===== src/rtl/icg_idle_ctrl.sv =====
// Per-unit clock-gating sequencer: gates each unit's clock after a programmable idle
// run, and restarts it on activity or wake request, acknowledging once settled.
module icg_idle_ctrl #(
  parameter int NUM_UNIT   = 4,
  parameter int IDLE_CNT_W = 8,
  parameter int WAKE_DLY   = 2
) (
  input  logic                  forever_cpuclk,
  input  logic                  cpurst_b,
  input  logic                  cp0_icg_en,
  input  logic [IDLE_CNT_W-1:0] cp0_idle_thresh,
  input  logic                  pad_yy_icg_scan_en,
  input  logic [NUM_UNIT-1:0]   unit_busy,
  input  logic [NUM_UNIT-1:0]   unit_wake_req,
  output logic [NUM_UNIT-1:0]   unit_wake_ack,
  output logic [NUM_UNIT-1:0]   unit_module_en,
  output logic [NUM_UNIT-1:0]   unit_clk_off,
  output logic                  all_clk_off
);

  typedef enum logic [1:0] {
    ST_ON   = 2'b00,
    ST_CNT  = 2'b01,
    ST_OFF  = 2'b10,
    ST_WAKE = 2'b11
  } state_t;

  localparam logic [IDLE_CNT_W-1:0] WAKE_LOAD = IDLE_CNT_W'(WAKE_DLY);

  if ((WAKE_DLY < 1) || (WAKE_DLY > (2**IDLE_CNT_W) - 1)) begin : g_bad_wake_dly
    $error("icg_idle_ctrl: WAKE_DLY must lie in 1 .. 2**IDLE_CNT_W-1");
  end

  for (genvar gi = 0; gi < NUM_UNIT; gi++) begin : g_unit
    state_t                r_state;
    state_t                w_state_next;
    logic [IDLE_CNT_W-1:0] r_cnt;
    logic [IDLE_CNT_W-1:0] w_cnt_next;
    logic                  r_en;
    logic                  w_en_next;
    logic                  w_block;

    assign w_block = unit_busy[gi] | unit_wake_req[gi] | ~cp0_icg_en | pad_yy_icg_scan_en;

    always_ff @(posedge forever_cpuclk) begin
      if (!cpurst_b) begin
        r_state <= ST_ON;
        r_cnt   <= '0;
        r_en    <= 1'b1;
      end else begin
        r_state <= w_state_next;
        r_cnt   <= w_cnt_next;
        r_en    <= w_en_next;
      end
    end

    // Threshold is sampled only on entry to CNT; WAKE runs to completion regardless of inputs.
    always_comb begin
      w_state_next = r_state;
      w_cnt_next   = r_cnt;
      w_en_next    = r_en;
      case (r_state)
        ST_ON: begin
          w_en_next = 1'b1;
          if (!w_block && (cp0_idle_thresh != '0)) begin
            w_state_next = ST_CNT;
            w_cnt_next   = cp0_idle_thresh;
          end
        end
        ST_CNT: begin
          if (w_block) begin
            w_state_next = ST_ON;
            w_cnt_next   = '0;
          end else if (r_cnt == IDLE_CNT_W'(1)) begin
            w_state_next = ST_OFF;
            w_en_next    = 1'b0;
          end else begin
            w_cnt_next = r_cnt - IDLE_CNT_W'(1);
          end
        end
        ST_OFF: begin
          w_en_next = 1'b0;
          if (w_block) begin
            w_state_next = ST_WAKE;
            w_en_next    = 1'b1;
            w_cnt_next   = WAKE_LOAD;
          end
        end
        ST_WAKE: begin
          w_en_next = 1'b1;
          if (r_cnt == IDLE_CNT_W'(1)) begin
            w_state_next = ST_ON;
            w_cnt_next   = '0;
          end else begin
            w_cnt_next = r_cnt - IDLE_CNT_W'(1);
          end
        end
      endcase
    end

    assign unit_wake_ack[gi]  = (r_state == ST_ON) & unit_wake_req[gi];
    assign unit_module_en[gi] = r_en | pad_yy_icg_scan_en;
    assign unit_clk_off[gi]   = (r_state == ST_OFF);
  end

  assign all_clk_off = &unit_clk_off;

endmodule


===== config.mk =====
export PLATFORM = sky130hd
export DESIGN_NAME = icg_idle_ctrl
export DESIGN_NICKNAME = d
export VERILOG_FILES = /design/src/rtl/icg_idle_ctrl.sv
export SDC_FILE = /design/constraint.sdc
export NUM_CORES = 1
export LEC_CHECK = 0
export BUFFER_PORTS_ARGS = -buffer_cell sky130_fd_sc_hd__buf_2
export CAP_MARGIN = 10
export CORE_MARGIN = 5
export CORE_UTILIZATION = 60
export DETAILED_ROUTE_END_ITERATION = 8
export PLACE_DENSITY_LB_ADDON = 0.25
export SLEW_MARGIN = 15
export SYNTH_ARGS = -nofsm -noshare
export SYNTH_HDL_FRONTEND = slang
export SYNTH_SLANG_ARGS = --single-unit

===== constraint.sdc =====
create_clock -name forever_cpuclk -period 2.4 [get_ports forever_cpuclk]
set_input_delay 0 -clock forever_cpuclk [delete_from_list [all_inputs] [get_ports forever_cpuclk]]
set_output_delay 0 -clock forever_cpuclk [all_outputs]
set_load 0.01 [all_outputs]

Word-level counts from Yosys, hierarchy flattened
Cells that the tools add are included.

Bits in registers: 44. Bits in latches: 0. Bits in writable memories: 0. Bits in read-only memories: 0. Input bits: 20. Output and inout bits: 13. Logic and storage cells: 175. Memories kept: 0.

Add/sub/neg operators: 4. $mul: 0. Div/mod/pow operators: 0. Order comparisons: 0. Eq/ne operators: 44. Shifts and indexed selects: 0. Mux-type cells: 64. Bitwise gates (word level): 21. Reductions and logical operators: 30.

Operator list (count): 8-bit two-way mux (20); 8-bit case mux with 4 select lines (4); 2-bit two-way mux (20); 8-bit by 1-bit equality test with 1-bit output, second input constant (4); 2-bit inequality test, second input constant (16); 2-bit case mux with 4 select lines (4); 8-bit by 1-bit subtractor with 8-bit output, second input constant (4); 3-bit inequality test, second input constant (8); 4-bit AND reduction (5); 2-bit equality test, second input constant (8); 1-bit bitwise OR (16); 1-bit two-way mux (12); 1-bit case mux with 3 select lines (4); 3-bit AND reduction (4); 2-bit by 1-bit equality test with 1-bit output, second input constant (4); 2-bit zero test (4); 2-bit by 1-bit inequality test with 1-bit output, second input constant (4); 2-bit AND reduction (4); 8-bit nonzero test (1); 2-bit OR reduction (4); 1-bit AND (4); 1-bit logical AND (4); 1-bit zero test (4); 1-bit NOT (1).

Logic depth before layout (Yosys ltp)
Depth after elaboration: 7. Gate-level depth with buffers: 8. Mapped depth without buffers: 7.

Worst setup path before layout
OpenSTA, ideal clock, no wires.

Path kind: register to register. Start point: register g_unit[3].r_cnt[0]. End point: register g_unit[3].r_cnt[6]. Data arrival time: 1.898 ns. Setup slack: 0.385 ns. Stages on the path, launching flop included: 7. Buffers on the path: 0. Period minus slack after synthesis: 2.015 ns. Cell sequence: dfxtp_1 > ha_1 > or4b_4 > o41ai_4 > a2111oi_2 > a32o_1 > a32o_1.

Word-level cells in the longest chain between the ends: 4. Elaborated cells on any way between the ends: 8. Those cells by class: add/sub (1); eq/ne (2); mux (4); reduce/logical (1).

RTL lines: start: declaration (line 37) `logic [IDLE_CNT_W-1:0] r_cnt;`; start signal: assignment (line 52) `r_cnt <= w_cnt_next;`; 8-bit by 1-bit subtractor with 8-bit output (line 78, 95); 8-bit two-way mux (line 74) `end else if (r_cnt == IDLE_CNT_W'(1)) begin`; 8-bit two-way mux (line 71) `if (w_block) begin`; 8-bit case mux with 4 select lines (line 62) `case (r_state)`.

Several ways; a longest one is shown, not always the timed one. The select of a mux whose other input is x is not followed. A chain may end at the register's enable or synchronous reset.

Worst setup path after layout
Start point: register g_unit[3].r_cnt[0]. End point: register g_unit[3].r_cnt[7].

The elaborated chain is that of the path after synthesis.

==> results.yml <==
status:
  status: "finished clean"
power:
  seqPwrFrac_pct: 35.5
  switching_share_pct: 33.8
  power.leakage_uw: 0.00150
  power.share.clock_pct: 31.6
  combinationalPowerShare_pct: 32.9
  p_int_uw: 1690
  ir_drop_uv: 386
  power.density_mw_per_mm2: 689
  p_switching_uw: 864
placement:
  gp_congestion: 0.921
  portBuffers: 32
  dp_slack_ns: 0.229
  dp_hpwl_um: 6450
  detailed_place.area_mm2: 0.00355
cells_and_area:
  ff_latch_area_um2: 881
  final_cell_mix: "nand2_1, dfxtp_1, a21oi_1, buf_2, inv_1"
  drive_above_1_share_pct: 16.0
  design_area_mm2: 0.00370
  fill_cells: 478
  antenna_cells: 0
  nets: 487
  multiInputGateArea_mm2: 0.00224
  mostFrequentLayoutCell: "nand2_1"
  area_growth_pct: 12.2
logic_synthesis:
  synth-xor-area-share_pct: 1.06
  synth_adder_area_share_pct: 9.09
  synth-seq-cells: 44
  synth_cells: 411
  synth_nets: 455
  syn_area_per_cell_um2: 8.03
  synth_simple_gate_area_share_pct: 25.4
  synth_edf_count: 0
  ys.flop_type: "dfxtp_1"
  syn_area_mm2: 0.00330
  yosys_warnings: 0
  synth_top_family_by_area: "compound AO/OA/AOI/OAI gates"
  ys_seq_area_share_pct: 26.7
  yosysUniqueCellTypes: 67
  synth_compound_area_share_pct: 31.0
  async_reset_ff_share_pct: 0
  synth.area.mux_share_pct: 1.21
global_routing:
  grtUsageTotal_pct: 25.4
  grt_pass1_wl_um: 15000
  grt_pass1_vias: 3135
  grt-ovfl-total: 0
  antenna_found_initial: 0
  grt_max_degree: 30
drt:
  drtIter0Drc: 276
  avgRoutedWirePerCell_um: 17.5
  first_pass_iters: 5
  ant_nets: 0
  wl_um: 9020
  num_vias: 3307
  drcViolationCount: 0
  drt-vias-per-instance: 6.41
flow_run:
  cap_viol_max_count: 0
die:
  die_w_um: 84.2
  core_area_mm2: 0.00544
  initial_utilization_pct: 60.7
  fp.dieH_um: 84.2
  num_rows: 27
  io_pins: 33
  die_area_mm2: 0.00709
setup_path:
  crit_fanout: 8
  critical-path-top-delay-family: "compound AO/OA/AOI/OAI gates"
  worstPathCellList: "ha_1 > or4b_4 > o41ai_4 > a21o_1 > o21ai_0 > a32o_1"
  cp_num_buf_inv: 0
  required_ns: 2.61
  critical_path_class: "flip-flop to flip-flop"
  arrival_ns: 2.40
  worstSetupStartpointType: "flip-flop"
  critPathMaxStageDelay_ns: 0.50
  critPathCaptureType: "flip-flop"
  worst_path_max_delay_cell: "or4b_4"
sta:
  fin_worst_skew_ns: 0.0134
  final-setup-viol-count: 0
  finalHoldViolCount: 0
  min_period_ns: 2.20
  slew_headroom_pct: 54.4
  worst_pin_slew_ns: 0.684
  rsz0062_at_grt: "no"
  hold_ws_ns: 0.0338
  clock.fmax_ghz: 0.455
  fin_ws_ns: 0.204
  finalMaxSlewViolations: 0
  finalCritPeriodShare_pct: 91.5
  fin_setup_tns_ns: 0
clock_network:
  cts_buffers: 5
  post_cts_resized: 0
  htreeDepth: 2
  max-clock-path-buffers: 2
  clk_transition_reported_paths_ns: 0.09
  cts.sinks: 44
  cts_setup_buffers: 0
  cts-root-buf: "clkbuf_8"
  cts_hold_buf: 0
  clk_latency_ns: 0.31
  cts_tree: "yes"
worst_hold_path:
  hp-class: "input pin to flip-flop"
## per-stage QoR
stage          utilization (%)  total power [µW]  instances
6_report                  68.1              2550        516
5_1_grt                   68.1              2700        516
4_1_cts                   68.1              2540        516
3_5_place_dp              65.2              1740        508
3_3_place_gp              65.2              1710        508
2_1_floorplan                -              1520        411
## registers in the layout (all words and copies together) (netlist names), named ones only
signal and flops:
g_unit.r_cnt 32, g_unit.r_en 4, g_unit.r_state 4
## power groups by stage
stage	logic, µW	clock network, µW	registers, µW
final	840	807	906
after global routing	935	842	919
after CTS	826	813	903
after detailed placement	818	0	919
after global placement	794	0	916
after floorplan	626	0	896
## area by class of cell
type                       instances  area share [%]
sequential                        44            23.8
clock inverter                     3            2.43
multi-input combinational        322            60.4
timing repair buffer              41            6.15
clock buffer                       5            1.86
tap                               72            2.43
inverter                          29            2.94
## cell families (layout without fill, tap and decap cells)
group | after synthesis | count (layout)
XOR/XNOR | 4 | 4
multiplexers | 4 | 4
AND/OR/NAND/NOR | 151 | 151
adder cells (fa/ha/maj) | 24 | 24
buffers and inverters | 45 | 78
AO/OA/AOI/OAI | 139 | 139
flip-flops | 44 | 44
## cell usage after synthesis (3+ instances only)
cell,n,area [µm²]
nand2_1,54,203
dfxtp_1,44,881
a21oi_1,32,160
inv_1,29,109
nor2_1,25,93.8
ha_1,24,300
o21ai_0,19,95.1
and2_1,16,100
clkbuf_1,12,45.0
a221oi_1,9,78.8
nor3_1,8,40.0
o32ai_1,8,70.1
a22oi_1,7,52.6
o21ai_1,7,35.0
a32o_1,6,60.1
nand2b_1,5,31.3
nand3_1,5,25.0
nor4_1,5,31.3
o22ai_1,5,31.3
or2_2,5,31.3
or4_1,5,37.5
mux2i_1,4,40.0
or3_1,4,25.0
a211oi_1,3,22.5
a21o_1,3,22.5
a2bb2oi_1,3,26.3
a311oi_1,3,26.3
a31oi_1,3,18.8
a32oi_1,3,26.3
nand4_1,3,18.8
nor4b_4,3,71.3
xnor2_1,3,26.3
## worst reg2reg max path: cells and delay by family (launching register included)
kind                     cells  cell delay (ns)
AO/OA/AOI/OAI                4             1.01
adder cells (fa/ha/maj)      1             0.17
flip-flops                   1             0.41
AND/OR/NAND/NOR              1             0.50
## path summary, 6_finish.rpt
kind                                   start                         endpoint  slack [ns]  cells after the start
max reg2reg  g_unit[3].r_cnt[0]$_SDFFE_PN0P_  g_unit[3].r_cnt[7]$_SDFFE_PN0P_        0.20                      6
min reg2reg  g_unit[1].r_cnt[6]$_SDFFE_PN0P_  g_unit[1].r_cnt[6]$_SDFFE_PN0P_        0.49                      2
max          g_unit[3].r_cnt[0]$_SDFFE_PN0P_  g_unit[3].r_cnt[7]$_SDFFE_PN0P_        0.20                      6
min                                 cpurst_b      g_unit[0].r_en$_SDFFE_PN1P_        0.03                      2
## routing by layer
| metal | track usage, % | up-vias | wire (µm) |
|---|---|---|---|
| li1 | - | 1603 | - |
| met1 | 33.4 | 1564 | 3910 |
| met2 | 42.1 | 125 | 4350 |
| met3 | 4.32 | 15 | 601 |
| met4 | 8.92 | 0 | 161 |
| met5 | 0 | - | 0 |
Note: power is estimated with default switching activity, not from simulation.
